===== src/rtl/edge_mac.sv =====
// Two-stage 3x3 multiply-accumulate for Sobel gradients: products, then sum.
// Define EDGE_MAC_SATURATE_EN to clamp the output and add the sat_flag port.
module edge_mac #(
    parameter int IMG_W  = 9,
    parameter int MASK_W = 3,
    parameter int OUT_W  = IMG_W + MASK_W
) (
    input  logic              clk,
    input  logic              rst,
    input  logic              in_valid,
    input  logic [IMG_W-1:0]  Ai00_0,
    input  logic [IMG_W-1:0]  Ai01_0,
    input  logic [IMG_W-1:0]  Ai02_0,
    input  logic [IMG_W-1:0]  Ai10_0,
    input  logic [IMG_W-1:0]  Ai11_0,
    input  logic [IMG_W-1:0]  Ai12_0,
    input  logic [IMG_W-1:0]  Ai20_0,
    input  logic [IMG_W-1:0]  Ai21_0,
    input  logic [IMG_W-1:0]  Ai22_0,
    input  logic [MASK_W-1:0] Bi00_0,
    input  logic [MASK_W-1:0] Bi01_0,
    input  logic [MASK_W-1:0] Bi02_0,
    input  logic [MASK_W-1:0] Bi10_0,
    input  logic [MASK_W-1:0] Bi11_0,
    input  logic [MASK_W-1:0] Bi12_0,
    input  logic [MASK_W-1:0] Bi20_0,
    input  logic [MASK_W-1:0] Bi21_0,
    input  logic [MASK_W-1:0] Bi22_0,
    output logic [OUT_W-1:0]  fil_out_0,
    output logic              out_valid
`ifdef EDGE_MAC_SATURATE_EN
    ,
    output logic              sat_flag
`endif
);

    localparam int PW = IMG_W + MASK_W + 1;
    localparam int SW = OUT_W + 4;

    logic [IMG_W-1:0]     a [9];
    logic [MASK_W-1:0]    b [9];
    logic signed [PW-1:0] prod [9];
    logic signed [PW-1:0] prod_q [9];
    logic signed [SW-1:0] sum;
    logic [OUT_W-1:0]     res;
    logic                 clamp;
    logic                 v1;

    assign a = '{Ai00_0, Ai01_0, Ai02_0,
                 Ai10_0, Ai11_0, Ai12_0,
                 Ai20_0, Ai21_0, Ai22_0};
    assign b = '{Bi00_0, Bi01_0, Bi02_0,
                 Bi10_0, Bi11_0, Bi12_0,
                 Bi20_0, Bi21_0, Bi22_0};

    // Pixels are unsigned, so zero-extend A; mask is signed.
    always_comb begin
        for (int i = 0; i < 9; i++) begin
            prod[i] = signed'({{(PW-IMG_W){1'b0}}, a[i]}) *
                      signed'({{(PW-MASK_W){b[i][MASK_W-1]}}, b[i]});
        end
    end

    always_comb begin
        sum = '0;
        for (int i = 0; i < 9; i++) begin
            sum = sum + SW'(prod_q[i]);
        end
    end

`ifdef EDGE_MAC_SATURATE_EN
    logic over;
    logic under;

    // Out of range whenever the bits above the result sign disagree with it.
    assign over  = !sum[SW-1] && (|sum[SW-2:OUT_W-1]);
    assign under = sum[SW-1] && !(&sum[SW-2:OUT_W-1]);
    assign clamp = over || under;

    always_comb begin
        res = sum[OUT_W-1:0];
        if (over) res = {1'b0, {(OUT_W-1){1'b1}}};
        if (under) res = {1'b1, {(OUT_W-1){1'b0}}};
    end
`else
    logic unused_hi;

    assign unused_hi = ^sum[SW-1:OUT_W];
    assign clamp     = 1'b0;
    assign res       = sum[OUT_W-1:0];
`endif

    always_ff @(posedge clk) begin
        if (rst) begin
            v1        <= 1'b0;
            out_valid <= 1'b0;
            fil_out_0 <= '0;
            for (int i = 0; i < 9; i++) prod_q[i] <= '0;
`ifdef EDGE_MAC_SATURATE_EN
            sat_flag  <= 1'b0;
`endif
        end else begin
            v1        <= in_valid;
            out_valid <= v1;
            if (in_valid) begin
                for (int i = 0; i < 9; i++) prod_q[i] <= prod[i];
            end
            if (v1) fil_out_0 <= res;
`ifdef EDGE_MAC_SATURATE_EN
            sat_flag  <= v1 && clamp;
`endif
        end
    end

endmodule


===== config.mk =====
export PLATFORM = sky130hd
export DESIGN_NAME = edge_mac
export DESIGN_NICKNAME = d
export VERILOG_FILES = /design/src/rtl/edge_mac.sv
export SDC_FILE = /design/constraint.sdc
export NUM_CORES = 1
export LEC_CHECK = 0
export BUFFER_PORTS_ARGS = -buffer_cell sky130_fd_sc_hd__buf_4
export CORE_MARGIN = 2
export CORE_UTILIZATION = 40
export CTS_CLUSTER_DIAMETER = 30
export DETAILED_ROUTE_END_ITERATION = 8
export PLACE_DENSITY_LB_ADDON = 0.05
export SYNTH_ARGS = -nofsm -noshare
export SYNTH_HDL_FRONTEND = slang
export SYNTH_SLANG_ARGS = --single-unit

===== constraint.sdc =====
create_clock -name clk -period 5.6 [get_ports clk]
set_input_delay 1.12 -clock clk [delete_from_list [all_inputs] [get_ports clk]]
set_output_delay 1.12 -clock clk [all_outputs]
set_load 0.01 [all_outputs]

==> results.ini <==
[status]
status=completed

[critical_path]
cp_top_family=adder cells
reg2reg_depth=14
crit_fanout=2
worst_ep_arrival_time_ps=4620
cp_slowest_stage_delay_ps=570
crit_buf_inv=2
worstSetupPathDepth=14
cp-start-kind=flip-flop
r2r_end=fil_out_0[10]$_SDFFE_PP0P_
crit_path_end=fil_out_0[10]$_SDFFE_PP0P_
critPathMostFrequentCell=fa_1
rr_startpoint=prod_q[0][80]$_SDFFCE_PN0P_
end_kind=flip-flop
cpMaxStageDelayCell=fa_1
crit_chain=fa_1 -> fa_1 -> fa_1 -> inv_1 -> fa_1 -> inv_1 -> ha_1 -> fa_1 -> a21o_1 -> a21oi_2 -> o21bai_2 -> o41ai_2 -> xnor2_1 -> a22o_1
required_ps=5910
reg2reg_slack_ps=1290
critical_path_class=reg -> reg
critPathLaunch=prod_q[0][80]$_SDFFCE_PN0P_

[global_route]
grt_antenna_before_repair=2
grt_pass1_wl_um=47000
grt_usage=0.167
grt_overflow=0
first_global_vias=9394
grt_max_degree=49

[hold_path]
worstHoldStart=fil_out_0[5]$_SDFFE_PP0P_
hold_class=reg -> reg

[synth]
ys_async_sr_fraction=0
syn_area_um2=13500
synthCells=1354
yosysUniqueCellTypes=30
synth_seq_cells=122
yosys_warnings=0
synth_nets=1793
syn_avg_cell_area_um2=9.95
ys_seq_area_frac=0.261
ys.flop_type=edfxtp_1
synth_edf_count=108

[timing]
hold_viol=0
clock.fmax_mhz=232
fin_setup_tns_ps=0
setup_viol=0
rsz0062_at_grt=no
fin_skew_ps=7.17
relSlewSlack=0.453
worst_slew_pin_slew_ps=821
slew_viol_final=0
fin_crit_ps=4310
whs_ps=500
period_share=0.770

[clocking]
clk_path_buf_depth=2
cts.sinks=122
clk_latency_ps=410
postCtsResizedCells=0
numCtsBuffers=17
cts_hold_buf=0
root_buffer=clkbuf_16
cts_setup_buffers=0
clk_pin_slew_ps=60
cts_tree=done
h-tree-depth=4

[die]
start_util=0.404
row_count=67
die_x_um=188
boundaryPins=124
core_area_um2=33400
die-area_um2=35200
die_y_um=188

[power_and_ir_drop]
total_power_mw=6.28
p_leak_nw=7.77
cellPowerDensity_nw_per_um2=407
peakVddDrop_mv=0.482

[place]
gp_congestion=0.796
hpwl_um=23300
dp.cells=1889
port_buffers=123

[routing]
routedWlPerCell_um=14.5
vias=8824
drc_errors=0
drtIter0Drc=331
vias_per_cell=4.59
drtAntennaViolNets=0
first_pass_iters=7
wl_um=27800

[layout]
syn2layout_area_growth_pct=14.4
final_common_cell=inv_1
mostFrequentLayoutCells=inv_1 (246), ha_1 (174), fa_1 (154), buf_4 (127), nand2_1 (117)
finalNonFillerCells=1921
fin_util=0.462
diodes=0
drive_gt1_frac=0.111
nets=1899

[run]
cap_violations=0

-- state kept, by name, indices dropped and copies added, names as in the netlist --
name / cells
fil_out_0: 12
out_valid: 1
prod_q: 108
v1: 1
-- per-layer routing --
| layer | global-route usage | vias to the layer above | wire length (um) |
|---|---|---|---|
| met5 | 0 | - | 0 |
| met2 | 0.273 | 112 | 12900 |
| met3 | 0.0189 | 16 | 717 |
| met1 | 0.240 | 4195 | 13900 |
| met4 | 0.0339 | 0 | 221 |
| li1 | - | 4501 | - |
-- stage by stage --
step           setup slack [ps]  instance area [um^2]
6_report                   1290                 15400
3_3_place_gp               1330                 14800
3_5_place_dp               1290                 14800
2_1_floorplan              1410                 13500
5_1_grt                    1090                 15400
4_1_cts                    1270                 15400
-- synthesized netlist by cell type, drive strengths merged (9+ instances only) --
master | n | area, um^2
or3 | 9 | 56.3
nand2 | 117 | 439
ha | 174 | 2180
clkbuf | 36 | 135
xnor2 | 64 | 561
and2 | 73 | 457
and3 | 9 | 56.3
inv | 246 | 923
edfxtp | 108 | 3240
a21o | 19 | 143
o21ai | 30 | 150
nor2 | 68 | 255
a21boi | 9 | 67.6
nor2b | 24 | 150
xor2 | 22 | 193
a31oi | 10 | 62.6
fa | 154 | 3080
dfxtp | 14 | 280
o21bai | 20 | 154
a21oi | 53 | 269
nand2b | 68 | 425
nor3 | 9 | 45.0
-- tightest hold or removal path, stage by stage (launching register included) --
cell	delay (ps)
dfxtp_1	320
mux2i_1	60
nor2_1	80
-- logic make-up after synthesis --
family                   share of synthesized area
buffers and inverters                       0.0797
AO/OA/AOI/OAI                               0.0671
flip-flops                                   0.261
adder cells (fa/ha/maj)                      0.390
multiplexers                               0.00520
AND/OR/NAND/NOR                              0.140
XOR/XNOR                                    0.0559
-- power by group --
group	internal, mW	leakage (nW)	total (mW)	switching [mW]
clock network	0.655	0.272	1.07	0.416
registers	1.14	1.28	1.20	0.0690
logic	1.79	6.22	4.01	2.22
-- worst min-delay path by stage --
stage                                           end  slack (ps)  cells past startpoint
after floorplan                out_valid$_SDFF_PP0_         500                      1
after global placement    fil_out_0[2]$_SDFFE_PP0P_         480                      2
after detailed placement  fil_out_0[3]$_SDFFE_PP0P_         490                      2
after CTS                 fil_out_0[3]$_SDFFE_PP0P_         510                      2
after global routing      fil_out_0[2]$_SDFFE_PP0P_         530                      2
final                     fil_out_0[5]$_SDFFE_PP0P_         500                      2
-- layout make-up --
type	count	area, um^2
fill	3302	17900
inverter	246	923
sequential	122	3520
clock inverter	14	149
timing repair buffer	127	953
multi-input combinational	946	8880
tap	448	561
clock buffer	18	429
(Power assumes the default switching activity.)
